--- src/rtl/lcd_seq.sv ---
// lcd_seq: HD44780 power-up/init and character-write command sequencer feeding a byte writer.
// Optional feature macro LCD_SEQ_CURSOR_OPT_EN: skip the set-address byte when the request
// position matches the tracked cursor.
module lcd_seq #(
   parameter int CMD_WAIT_CYC   = 2000,
   parameter int CLR_WAIT_CYC   = 82000,
   parameter int PWRUP_WAIT_CYC = 750000,
   parameter int CNT_W          = 20
) (
   input  logic       iClk,
   input  logic       nRst,
   input  logic       iReqValid,
   output logic       oReqReady,
   input  logic [7:0] iReqChar,
   input  logic [4:0] iReqPos,
   output logic       oInitDone,
   output logic       oStart,
   output logic [7:0] oData,
   output logic       oRS,
   input  logic       iDone
);
   typedef enum logic [2:0] {PWRUP, ISSUE, WAIT, DELAY, IDLE} state_t;
   typedef enum logic [2:0] {INIT0, INIT1, INIT2, INIT3, INIT4, ADDR, CHAR} phase_t;

   state_t           state, state_n;
   phase_t           phase, phase_n;
   logic [CNT_W-1:0] cnt, cnt_n;
   logic [7:0]       chr, byte_n;
   logic             accept, fin, hit;

   assign accept = state == IDLE && iReqValid && oReqReady;
   assign fin    = state == DELAY && cnt == '0;
   assign byte_n = phase_n == ADDR  ? {1'b1, iReqPos[4], 2'b00, iReqPos[3:0]} :
                   phase_n == CHAR  ? (accept ? iReqChar : chr) :
                   phase_n == INIT2 ? 8'h0C :
                   phase_n == INIT3 ? 8'h01 :
                   phase_n == INIT4 ? 8'h06 : 8'h38;

`ifdef LCD_SEQ_CURSOR_OPT_EN
   logic [4:0] pos, cur_pos;
   logic       cur_vld;
   assign hit = cur_vld && iReqPos == cur_pos;
   // Cursor tracking: home after init, advance after each character, lost past column 15
   always_ff @(posedge iClk or negedge nRst)
      if (!nRst) begin
         pos     <= '0;
         cur_pos <= '0;
         cur_vld <= 1'b0;
      end else begin
         if (accept) pos <= iReqPos;
         if (fin && phase == INIT4) begin
            cur_pos <= '0;
            cur_vld <= 1'b1;
         end
         if (fin && phase == CHAR) begin
            cur_pos <= pos + 5'd1;
            cur_vld <= pos[3:0] != 4'hF;
         end
      end
`else
   assign hit = 1'b0;
`endif

   // Next-state, next-phase and delay counter logic
   always_comb begin
      state_n = state;
      phase_n = phase;
      cnt_n   = cnt;
      case (state)
         PWRUP:
            if (cnt == CNT_W'(PWRUP_WAIT_CYC - 1)) begin
               state_n = ISSUE;
               phase_n = INIT0;
            end else
               cnt_n = cnt + CNT_W'(1);
         ISSUE: state_n = WAIT;
         WAIT:
            if (iDone) begin
               state_n = DELAY;
               cnt_n   = (oData == 8'h01 && !oRS) ? CNT_W'(CLR_WAIT_CYC - 1) : CNT_W'(CMD_WAIT_CYC - 1);
            end
         DELAY:
            if (cnt != '0)
               cnt_n = cnt - CNT_W'(1);
            else if (phase == INIT4 || phase == CHAR)
               state_n = IDLE;
            else begin
               state_n = ISSUE;
               phase_n = phase == ADDR ? CHAR : phase_t'(phase + 3'd1);
            end
         IDLE:
            if (accept) begin
               state_n = ISSUE;
               phase_n = hit ? CHAR : ADDR;
            end
         default: state_n = PWRUP;
      endcase
   end

   // State register and registered outputs derived from the upcoming state
   always_ff @(posedge iClk or negedge nRst)
      if (!nRst) begin
         state     <= PWRUP;
         phase     <= INIT0;
         cnt       <= '0;
         chr       <= '0;
         oStart    <= 1'b0;
         oData     <= '0;
         oRS       <= 1'b0;
         oReqReady <= 1'b0;
         oInitDone <= 1'b0;
      end else begin
         state     <= state_n;
         phase     <= phase_n;
         cnt       <= cnt_n;
         oStart    <= state_n == ISSUE;
         oReqReady <= state_n == IDLE;
         if (accept) chr <= iReqChar;
         if (state_n == ISSUE) begin
            oData <= byte_n;
            oRS   <= phase_n == CHAR;
         end
         if (fin && phase == INIT4) oInitDone <= 1'b1;
      end
endmodule

--- config.mk ---
export PLATFORM = sky130hd
export DESIGN_NAME = lcd_seq
export DESIGN_NICKNAME = d
export VERILOG_FILES = /design/src/rtl/lcd_seq.sv
export SDC_FILE = /design/constraint.sdc
export NUM_CORES = 1
export LEC_CHECK = 0
export ABC_AREA = 1
export CORE_UTILIZATION = 51
export CTS_BUF_LIST = sky130_fd_sc_hd__clkbuf_2
export CTS_CLUSTER_DIAMETER = 30
export DETAILED_ROUTE_END_ITERATION = 8
export GPL_TIMING_DRIVEN = 0
export PLACE_DENSITY = 0.78
export SYNTH_ARGS = -nofsm -noshare
export SYNTH_HDL_FRONTEND = slang
export SYNTH_SLANG_ARGS = --single-unit
--- constraint.sdc ---
create_clock -name iClk -period 3.95 [get_ports iClk]
set_clock_uncertainty 0.1 [all_clocks]
set_input_delay 0.79 -clock iClk [delete_from_list [all_inputs] [get_ports iClk]]
set_output_delay 0.79 -clock iClk [all_outputs]
set_load 0.01 [all_outputs]
### Word-level counts from Yosys, hierarchy flattened

Cells that the tools add are included.

| storage, ports and cells | value |
|---|---|
| output and inout port bits | 12 |
| word-level logic and storage cells | 66 |
| input port bits | 17 |
| flip-flop bits (word level) | 46 |

| operators by class | value |
|---|---|
| reductions and logical operators | 12 |
| multiplexer cells | 23 |
| equality and inequality tests | 19 |
| add/sub/neg operators | 3 |

Operators with widths:

| cell | count |
|---|---|
| 2-to-1 mux 20 bit | 3 |
| case mux 20 bit (3 select lines) | 1 |
| 2-to-1 mux 3 bit | 10 |
| equality test 3 bit (second input constant) | 8 |
| 2-to-1 mux 8 bit | 3 |
| adder 20 x 1 -> 20 bit (second input constant) | 1 |
| equality test 20 bit (second input constant) | 1 |
| zero test 20 bit | 1 |
| nonzero test 20 bit | 1 |
| subtractor 20 x 1 -> 20 bit (second input constant) | 1 |
| 2-to-1 mux 6 bit | 3 |
| 2-to-1 mux 17 bit | 1 |
| case mux 3 bit (5 select lines) | 1 |
| equality test 3 x 2 -> 1 bit (second input constant) | 4 |
| case mux 3 bit (3 select lines) | 1 |
| equality test 8 x 1 -> 1 bit (second input constant) | 1 |
| equality test 3 x 1 -> 1 bit (second input constant) | 2 |
| logical AND 1 bit | 5 |
| inequality test 2 bit (second input constant) | 2 |
| AND reduction 4 bit | 1 |
| adder 3 x 1 -> 3 bit (second input constant) | 1 |
| zero test 3 bit | 1 |
| nonzero test 3 bit | 1 |
| inequality test 2 x 1 -> 1 bit (second input constant) | 1 |
| 2 further kinds | 2 |

### Longest topological paths before layout

Gate-level depths: netlist of the first run.

| depth | value |
|---|---|
| depth in word-level cells | 11 |
| gate-level depth with buffers | 16 |
| gate-level depth less buffers | 16 |

### Worst setup path after synthesis of the first run

No wires, ideal clock.

| timing path | value |
|---|---|
| kind | register -> register |
| from | register state[0] |
| to | register cnt[17] |
| data arrival time | 2299 ps |
| library setup time | 83 ps |
| required time | 3767 ps |
| path buffers | 0 |
| path slack | 1468 ps |
| cell stages (with the launch flop) | 15 |
| clock period less this slack | 2482 ps |
| cells stage by stage | dfrtp_1 nand2_2 nor2_4 ha_1 a21oi_1 nand2_1 a21oi_1 o21ai_0 nand2_1 nand2_1 nand2_1 nand2_1 nand2_1 nand2_1 o21ai_0 |

| on the way | value |
|---|---|
| cells in the longest elaborated chain, start to end | 3 |
| elaborated cells on any way between the ends | 9 |
| those cells by class | eq/ne (5); mux (1); reduce/logical (3) |

RTL lines:

| what | RTL line | source |
|---|---|---|
| start, declared | 25 | `state_t state, state_n;` |
| start signal, assigned | 113 | `state <= state_n;` |
| equality test 3 x 2 -> 1 bit / zero test 3 bit (equally long branches) | 69 | `case (state)` |
| inequality test 2 x 1 -> 1 bit (no source line), or another cell as far along | - |  |
| AND reduction 4 bit (no source line) | - |  |
| end signal, assigned | 115 | `cnt <= cnt_n;` |
| end, declared | 27 | `logic [CNT_W-1:0] cnt, cnt_n;` |

Several ways; a longest one is shown, not always the timed one.
A chain may end at the register's enable or synchronous reset.

### Final worst setup path of the first run

| timing path | value |
|---|---|
| from | register state[0] |
| to | register cnt[14] |

Same word-level chain as after synthesis.

==> run_results.csv, run 1 <==
group,metric,value,unit
yosys,netlist.area_leader.share,34.19,%
yosys,synth_compound_area_share,13.94,%
drt,totalWireLength,8.240,mm
layout,utilization,60.28,%
layout,post_route_cells_drive_above_1_share,9.562,%
sta,fin_crit,3.293,ns
yosys,synth.distinct_cells,39,
yosys,synth_commonest_cells,"nand2_1, nor2_1, dfrtp_1, inv_1",
clocking,clock_latency,0.48,ns
placement,place.port_buffers,28,
critical_path,cpMostUsedCell,"nand2_1",
drt,routed-via-count,3199,
drt,route.detailed.drc,0,
critical_path,critical_path_class,"reg -> reg",
floorplan,die_area,0.006931,mm²
yosys,synth_top_area_cell,"dfrtp_1",
global_route,grt.overflow.total,0,
sta,tightest_slew,0.6717,ns
critical_path,cp.buffers_inverters,0,
critical_path,slowest_delay,0.53,ns
yosys,synth_edf_count,0,
yosys,netlist_instances,465,
sta,timing.slew.headroom,55.11,%
yosys,synth_top_flop_cell,"dfrtp_1",
pwr,clkPwrFrac,36.6,%
floorplan,die_y,83.25,µm
yosys,synth_top_family_by_area,"simple AND/OR/NAND/NOR gates",
hold_path,hold_class,"in -> async",
sta,setup_tns,0,ns
pwr,power_frac_seq,59.9,%
critical_path,crit_fanout,24,
pwr,p_int,0.0005963,W
yosys,ys_seq_elements,46,
drt,antenna_left,0,
global_route,grt_pass1_wl,14.09,mm
floorplan,start_util,53.02,%
pwr,ir_drop,126.8,µV
clocking,clkSinkCount,46,
critical_path,endpoint_kind,"register",
global_route,first_global_vias,3123,
run_status,outcome,"completed",
clocking,cts_root_buf,"clkbuf_2",
clocking,cts_tree,"yes",
floorplan,io_pins,29,
yosys,synth_fa_ha_area_share,8.770,%
sta,period_share,83.36,%
yosys,synth_warnings,0,
drt,drtIter0Drc,177,
clocking,cts_max_level,2,
clocking,post-cts-setup-buffers,0,
placement,place_ws,0.7759,ns
pwr,power_switching,0.0001921,W
pwr,powerDensity,206.0,mW/mm²
placement,place_congestion,0.9557,
global_route,grt_usage,25.17,%
drt,wl_per_cell,14.23,µm
yosys,async_flop_share,100.0,%
yosys,yosys.area_share.xor_xnor,2.861,%
clocking,cts_buffers,5,
clocking,clk_path_buf_depth,2,
yosys,synth_area,0.003367,mm²
layout,antenna_cells,0,
pwr,swShare,24.37,%
sta,setup-violations-final,0,
yosys,muxShareOfSynthArea,0,%
clocking,postCtsResizedCells,0,
yosys,synth-seq-area-share,34.19,%
critical_path,cp_data_required_time,4.27,ns
critical_path,crit_family,"simple AND/OR/NAND/NOR gates",
critical_path,path_cells,"nand2_2 -> nor2_4 -> ha_1 -> nand2_1 -> o21ai_0 -> a21oi_1 -> o21ai_0 -> nand2_1 -> nand3_1 -> nand2_1 -> o21ai_0 -> nand2_1",
sta,finalWorstSetupSlack,0.6573,ns
run,drv_cap,0,
floorplan,coreArea,0.006350,mm²
pwr,combPwrFrac,3.5,%
global_route,antenna_found_initial,0,
placement,hpwlAfterDp,6.293,mm
placement,post_dp_cell_area,0.003759,mm²
layout,fin_area,0.003827,mm²
critical_path,critPathSlowestCell,"nor2_4",
critical_path,start_kind,"register",
pwr,power.leakage,2.006,nW
floorplan,die-width,83.25,µm
clocking,postCtsHoldBufs,0,
clocking,clkTransAtPathRegs,0.30,ns
drt,viasPerCell,5.525,
yosys,avgSynthCellArea,7.241,µm²
layout,syn_to_final_growth,13.68,%
drt,drt_pre_antenna_iters,5,
sta,rsz0062_at_grt,"no",
yosys,ys_top_cells_by_area,"dfrtp_1, nand2_1, ha_1",
yosys,synthSimpleGateAreaFrac,33.85,%
floorplan,rows,29,
global_route,grt_max_degree,30,
layout,nets,541,
yosys,syn-num-nets,505,
layout,fillers,578,
sta,maxSlewViolCount,0,
sta,fmax,303.7,MHz
yosys,synth.most_common_cell,"nand2_1",
sta,hold_violations,0,
critical_path,critPathArrivalTime,3.61,ns
per-stage QoR:
step	power, W	instances	hold slack, ns
detailed placement	0.0005088	571	0.3610
global placement	0.0005067	570	0.3572
finish	0.0007884	579	0.09076
floorplan	0.0004810	465	0.3386
CTS	0.0007864	579	0.1308
global route	0.0008120	579	0.1073
logic make-up (layout without fill, tap and decap cells):
logic type,Yosys count,count (layout)
AOI/OAI and AO/OA,83,83
xor gates and xnor gates,11,11
adders and majority gates,23,23
buffers and inverters,55,92
DFF,46,46
and+or+nand+nor,247,247
final timing paths:
path / slack (ns) / startpoint / cells after the start / endpoint
setup / recovery: 0.66 / state[0]$_DFF_PN0_ / 12 / cnt[14]$_DFFE_PN0P_
max in group asynchronous: 3.11 / nRst / 2 / cnt[4]$_DFFE_PN0P_
hold / removal: 0.09 / nRst / 1 / cnt[16]$_DFFE_PN0P_
setup reg to reg: 0.66 / state[0]$_DFF_PN0_ / 12 / cnt[14]$_DFFE_PN0P_
min in group iClk: 0.41 / oInitDone$_DFFE_PN0P_ / 1 / oInitDone$_DFFE_PN0P_
hold reg to reg: 0.41 / oInitDone$_DFFE_PN0P_ / 1 / oInitDone$_DFFE_PN0P_
placed cells by master (no fill, tap or decap), drive strengths merged, types with 5 or more instances in the layout:
cell type / n
xor2: 6
clkdlybuf4s50: 27
nor2: 58
clkbuf: 5
nand3: 32
dfrtp: 46
nand2: 135
inv: 53
buf: 5
xnor2: 5
or2: 5
o21ai: 36
a21oi: 30
nand4: 12
ha: 22
registers in the layout, summed over array words and instances, names as in the netlist:
signal / flops
chr: 8
cnt: 20
oData: 8
oInitDone: 1
oRS: 1
oReqReady: 1
oStart: 1
phase: 3
state: 3
power groups by stage:
| stage | clock (W) | sequential [W] | combinational [W] |
|---|---|---|---|
| floorplan | 0 | 0.000480 | 0.00000105 |
| global placement | 0 | 0.000480 | 0.0000268 |
| detailed placement | 0 | 0.000480 | 0.0000290 |
| CTS | 0.000285 | 0.000472 | 0.0000290 |
| global route | 0.000308 | 0.000473 | 0.0000310 |
| finish | 0.000288 | 0.000472 | 0.0000278 |
layer usage:
layer | track usage [%] | routed length, µm
met5 | 0 | 0
met4 | 8.307 | 117
met3 | 3.877 | 347
met2 | 41.21 | 3850
met1 | 34.05 | 3925
cell type report:
type | instances | area [µm²] | share of cell area [%]
well taps | 77 | 96.34 | 2.517
clock inverters | 3 | 43.79 | 1.144
clock buffers | 5 | 25.02 | 0.6538
multi-input cells | 364 | 2001 | 52.27
plain buffers | 3 | 17.52 | 0.4577
flip-flops and latches | 46 | 1151 | 30.08
inverters | 52 | 197.7 | 5.165
repair buffers | 29 | 295.3 | 7.715
Note: power is estimated with default switching activity, not from simulation.
==> run 2: changes to the inputs <==
PLACE_DENSITY = 0.81   (was 0.78)
clock period = 2.89 ns   (was 3.95 ns; I/O delays follow)
==> run_results.csv, run 2 (synthesis results as in run 1) <==
group,metric,value,unit
critical_path,r2r_slack,0.13,ns
placement,hpwlAfterDp,6.089,mm
clocking,cts_tree,"yes",
critical_path,crit_fanout,6,
drt,wl_met3,554,µm
layout,register_area,0.001152,mm²
sta,period_share,95.45,%
clocking,cts_max_level,2,
global_route,grt_usage,24.64,%
critical_path,cp_data_required_time,3.16,ns
global_route,grt.overflow.total,0,
critical_path,slowest_delay,0.49,ns
floorplan,die_area,0.006931,mm²
layout,fillers,588,
layout,nets,549,
run,drv_cap,0,
sta,timing.slew.headroom,66.70,%
critical_path,cpMostUsedCell,"nand2_1",
layout,antenna_cells,0,
critical_path,critPathSlowestCell,"dfrtp_2",
layout,largest_register_ff_count,20,
layout,mostFrequentLayoutCell,"nand2_1",
pwr,power.leakage,2.029,nW
global_route,first_global_vias,3006,
critical_path,cp.buffers_inverters,1,
run_status,outcome,"completed",
drt,drtIter0Drc,200,
clocking,clk_path_buf_depth,2,
floorplan,die_y,83.25,µm
critical_path,crit_start,"state[0]$_DFF_PN0_",
global_route,antenna_found_initial,0,
drt,routed-via-count,3304,
critical_path,r2r_end,"cnt[14]$_DFFE_PN0P_",
sta,hold-worst-slack,0.4198,ns
drt,wl_met2,3.730,mm
drt,route.detailed.drc,0,
sta,finalWorstSetupSlack,0.1315,ns
sta,fin_crit,2.758,ns
sta,setup-violations-final,0,
sta,tightest_slew,0.4950,ns
pwr,powerDensity,254.1,mW/mm²
drt,antenna_left,0,
pwr,p_total,0.0009900,W
drt,wl_met1,3.721,mm
drt,drt_pre_antenna_iters,5,
drt,viasPerCell,5.629,
critical_path,critical_path_class,"reg -> reg",
layout,reg_top3,"cnt (20), chr (8), oData (8)",
clocking,cts_buffers,5,
placement,place.port_buffers,28,
global_route,grt_max_degree,31,
clocking,clkTransAtPathRegs,0.29,ns
floorplan,start_util,53.02,%
hold_path,hold_class,"reg -> reg",
layout,utilization,61.36,%
critical_path,endpoint_kind,"register",
pwr,ir_drop,233.6,µV
critical_path,crit_cells,13,
layout,syn_to_final_growth,15.72,%
drt,totalWireLength,8.193,mm
sta,fmax,362.5,MHz
clocking,clock_latency,0.45,ns
critical_path,crit_family,"compound AO/OA/AOI/OAI gates",
layout,post_route_cells_drive_above_1_share,12.16,%
critical_path,crit_end,"cnt[14]$_DFFE_PN0P_",
drt,wl_per_cell,13.96,µm
sta,maxSlewViolCount,0,
floorplan,die-width,83.25,µm
floorplan,io_pins,29,
global_route,grt_pass1_wl,13.89,mm
critical_path,path_cells,"nand2_2 -> nor2_4 -> buf_4 -> ha_1 -> nand2_1 -> o21ai_0 -> a21oi_1 -> o21ai_2 -> nand2_1 -> nand3_1 -> nand2_1 -> o21ai_0 -> nand2_1",
clocking,clkSinkCount,46,
critical_path,r2r_start,"state[0]$_DFF_PN0_",
layout,regMostFlops,"cnt",
floorplan,rows,29,
critical_path,reg2reg_depth,13,
sta,hold_violations,0,
clocking,cts_root_buf,"clkbuf_2",
placement,place_ws,-0.2137,ns
critical_path,start_kind,"register",
layout,multi_input_area,0.002033,mm²
critical_path,critPathArrivalTime,3.03,ns
layout,most-common-layout-cells,"nand2_1, nor2_1, dfrtp_1, inv_1, nand3_1",
drt,top_layer,"met4",
placement,place_congestion,0.9065,
floorplan,coreArea,0.006350,mm²
-- run 2: worst reg2reg max path: cells and delay by family, from the launching register on --
kind | cells | cell delay, ns
buffers and inverters | 1 | 0.16
DFF | 1 | 0.49
adders and majority gates | 1 | 0.38
and+or+nand+nor | 7 | 0.64
AOI/OAI and AO/OA | 4 | 0.90
-- run 2: stage by stage --
| step | setup TNS [ns] | area [µm²] | instances |
|---|---|---|---|
| after CTS | 0 | 3846 | 584 |
| after detailed placement | -0.4695 | 3759 | 571 |
| after global routing | -0.01309 | 3896 | 587 |
| after floorplan | 0 | 3367 | 465 |
| final | 0 | 3896 | 587 |
| after global placement | -9.044 | 3744 | 570 |
-- run 2: layout make-up --
| class | instances | area share, % |
|---|---|---|
| inverters | 52 | 5.074 |
| clock inverters | 3 | 0.6101 |
| flip-flops and latches | 46 | 29.58 |
| multi-input cells | 365 | 52.18 |
| clock buffers | 5 | 0.6423 |
| plain buffers | 3 | 0.4496 |
| well taps | 77 | 2.473 |
| repair buffers | 36 | 8.992 |
-- run 2: worst min path at each step --
stage	from	endpoint	cells past startpoint
final	chr[5]$_DFF_PN0_	chr[5]$_DFF_PN0_	2
after global routing	chr[4]$_DFF_PN0_	chr[4]$_DFF_PN0_	2
after CTS	chr[7]$_DFF_PN0_	chr[7]$_DFF_PN0_	2
after detailed placement	chr[4]$_DFF_PN0_	chr[4]$_DFF_PN0_	2
after global placement	chr[7]$_DFF_PN0_	chr[7]$_DFF_PN0_	2
after floorplan	nRst	chr[0]$_DFF_PN0_	0
-- run 2: power by group --
part | total [W] | internal, W | switching [W]
clock | 0.000306 | 0.0000619 | 0.000244
combinational | 0.0000388 | 0.0000222 | 0.0000166
sequential | 0.000646 | 0.000646 | 0
-- run 2: layer usage --
layer | vias up | track usage [%]
met3 | 21 | 4.473
met2 | 126 | 39.49
met1 | 1529 | 34.42
li1 | 1628 | -
met5 | - | 0
met4 | 0 | 6.270
-- run 2: timing repair --
item / 4_1_cts / 5_1_grt
setup buffers: 3 / 3
hold endpoints to repair: 16 / 0
cloned: 1 / 0
hold buffers: 1 / 0
resized for setup: 1 / 11
setup endpoints to repair: 9 / 8
pin swaps: 1 / 0
==> run 3: changes to the inputs <==
ABC_AREA = 0   (was 1)
CORE_UTILIZATION = 40   (was 51)
CTS_CLUSTER_DIAMETER = unset   (was 30)
PLACE_DENSITY = 0.67   (was 0.81)
==> run_results.csv, run 3 <==
group,metric,value,unit
floorplan,start_util,42.17,%
placement,dp_cells,469,
yosys,netlist_instances,341,
floorplan,die_y,90.15,µm
clocking,clkTransAtPathRegs,0.26,ns
drt,viasPerCell,5.813,
yosys,async_flop_share,100.0,%
critical_path,crit_start,"state[1]$_DFF_PN0_",
critical_path,critical_path_class,"reg -> reg",
drt,wl_per_cell,16.72,µm
drt,totalWireLength,8.295,mm
hold_path,worstHoldStart,"oInitDone$_DFFE_PN0P_",
hold_path,hold_end,"oInitDone$_DFFE_PN0P_",
drt,drtIter0Drc,184,
drt,route.detailed.drc,0,
clocking,clk_path_buf_depth,2,
critical_path,r2r_slack,0.02,ns
yosys,synth_area,0.003108,mm²
hold_path,hold_depth,1,
critical_path,start_kind,"register",
layout,most-common-layout-cells,"dfrtp_1, nand2_1, clkdlybuf4s50_1, nor2_1",
drt,drt_pre_antenna_iters,5,
sta,setup-violations-final,0,
clocking,cts_max_level,2,
global_route,first_global_vias,2677,
critical_path,cp_data_required_time,3.16,ns
layout,largest_register_ff_count,20,
yosys,synth_edf_count,0,
placement,place.port_buffers,28,
clocking,cts_root_buf,"clkbuf_2",
sta,period_share,99.45,%
run_status,outcome,"completed",
yosys,synth.most_common_cell,"dfrtp_1",
critical_path,reg2reg_depth,11,
critical_path,endpoint_kind,"register",
sta,rsz0062_at_grt,"yes",
yosys,synth_top_area_cell,"dfrtp_1",
floorplan,coreArea,0.007370,mm²
floorplan,die-width,90.15,µm
yosys,ys_seq_elements,46,
yosys,synth-seq-area-share,37.04,%
layout,regMostFlops,"cnt",
global_route,antenna_found_initial,0,
critical_path,crit_fanout,7,
floorplan,die_area,0.008126,mm²
sta,fin_crit,2.874,ns
drt,antenna_left,0,
clocking,clkSinkCount,46,
floorplan,io_pins,29,
layout,antenna_cells,0,
layout,final_cell_count_no_fill,496,
layout,syn_to_final_growth,28.02,%
global_route,grt_usage,20.17,%
yosys,synth_warnings,0,
sta,timing.slew.headroom,60.84,%
critical_path,r2r_start,"state[1]$_DFF_PN0_",
yosys,ys_top_cells_by_area,"dfrtp_1, ha_1, nand2_1",
run,drv_cap,0,
hold_path,hold_class,"reg -> reg",
yosys,synth.distinct_cells,60,
yosys,synth_commonest_cells,"dfrtp_1, nand2_1, nor2_1, ha_1",
placement,place_congestion,0.8311,
sta,maxSlewViolCount,0,
layout,reg_top3,"cnt (20), chr (8), oData (8)",
layout,nets,436,
floorplan,rows,31,
pwr,powerDensity,243.1,mW/mm²
placement,hpwlAfterDp,5.702,mm
clocking,cts_buffers,5,
critical_path,r2r_end,"cnt[8]$_DFFE_PN0P_",
pwr,ir_drop,118.0,µV
sta,fmax,347.9,MHz
drt,routed-via-count,2883,
yosys,syn-num-nets,381,
sta,hold_violations,0,
critical_path,critPathArrivalTime,3.15,ns
layout,post_route_cells_drive_above_1_share,22.17,%
pwr,power.leakage,1.709,nW
layout,mostFrequentLayoutCell,"dfrtp_1",
yosys,netlist.area_leader.share,37.04,%
layout,fillers,709,
yosys,avgSynthCellArea,9.114,µm²
global_route,grt_max_degree,32,
clocking,clock_latency,0.44,ns
sta,setup_tns,0,ns
yosys,synth_top_flop_cell,"dfrtp_1",
clocking,cts_tree,"yes",
global_route,grt_pass1_wl,13.37,mm
global_route,grt.overflow.total,0,
sta,tightest_slew,0.5830,ns
-- run 3: area by class of cell --
class	instances	area, µm²	area share, %
buffer	5	22.52	0.5660
timing repair inverter	1	7.507	0.1887
timing repair buffer	49	464.2	11.67
sequential	46	1155	29.03
clock buffer	5	25.02	0.6289
tap	99	123.9	3.113
inverter	15	66.31	1.667
clock inverter	3	16.27	0.4088
multi-input combinational	273	2098	52.74
-- run 3: how the worst max path moves through the flow --
stage                                endpoint  slack [ns]
after floorplan           cnt[19]$_DFFE_PN0P_       -0.08
after global placement    cnt[19]$_DFFE_PN0P_       -0.65
after detailed placement  cnt[19]$_DFFE_PN0P_       -0.65
after CTS                 cnt[19]$_DFFE_PN0P_        0.02
after global routing       cnt[8]$_DFFE_PN0P_       -0.07
final                      cnt[8]$_DFFE_PN0P_        0.02
-- run 3: cell families after synthesis --
| group | count (synthesis) | share of synthesized area, % |
|---|---|---|
| AO/OA/AOI/OAI | 106 | 23.59 |
| XOR/XNOR | 9 | 2.536 |
| adder cells (fa/ha/maj) | 23 | 9.501 |
| buffers and inverters | 22 | 2.818 |
| flip-flops | 46 | 37.04 |
| multiplexers | 10 | 3.583 |
| AND/OR/NAND/NOR | 125 | 20.93 |
-- run 3: through the flow --
stage | cell area, µm² | power, W | hold WS (ns) | worst slack (ns) | util, %
floorplan | 3169 | 0.0006568 | 0.1824 | -0.07552 | -
global placement | 3573 | 0.0006920 | 0.3573 | -0.6526 | 48.49
detailed placement | 3588 | 0.0006946 | 0.3665 | -0.6483 | 48.69
CTS | 3767 | 0.0009733 | 0.4203 | 0.02432 | 51.12
global route | 3979 | 0.0009921 | 0.4373 | -0.07278 | 53.99
finish | 3979 | 0.0009674 | 0.4099 | 0.01592 | 53.99
-- run 3: power by group --
part	switching (W)	internal [W]	total [W]
combinational	0.0000167	0.0000220	0.0000387
sequential	0	0.000645	0.000645
clock	0.000228	0.0000551	0.000283
total	0.000245	0.000722	0.000967
-- run 3: what timing repair did --
| item | 4_1_cts | 5_1_grt |
|---|---|---|
| hold buffers | 1 | 0 |
| resized for setup | 10 | 31 |
| setup buffers | 12 | 7 |
| pin swaps | 5 | 17 |
| endpoints found under the setup margin | 22 | 16 |
| gates cloned | 1 | 0 |
| endpoints found under the hold margin | 15 | 0 |
-- run 3: layer usage --
metal / track usage [%] / vias to the layer above / part of all wire [%]
li1: - / 1394 / -
met1: 28.92 / 1396 / 46
met2: 30.98 / 84 / 47
met3: 3.046 / 9 / 5.1
met4: 6.720 / 0 / 1.3
met5: 0 / - / 0
-- run 3: critical path, cell delays in order, from the launching register on --
cell and delay (ns):
dfrtp_2 0.49, nand3_4 0.11, clkinvlp_4 0.14, buf_12 0.17, ha_4 0.22, nor2b_4 0.13
o31a_1 0.34, o21a_1 0.22, o21a_1 0.20, o21a_1 0.19, or3_1 0.31, a31oi_1 0.18
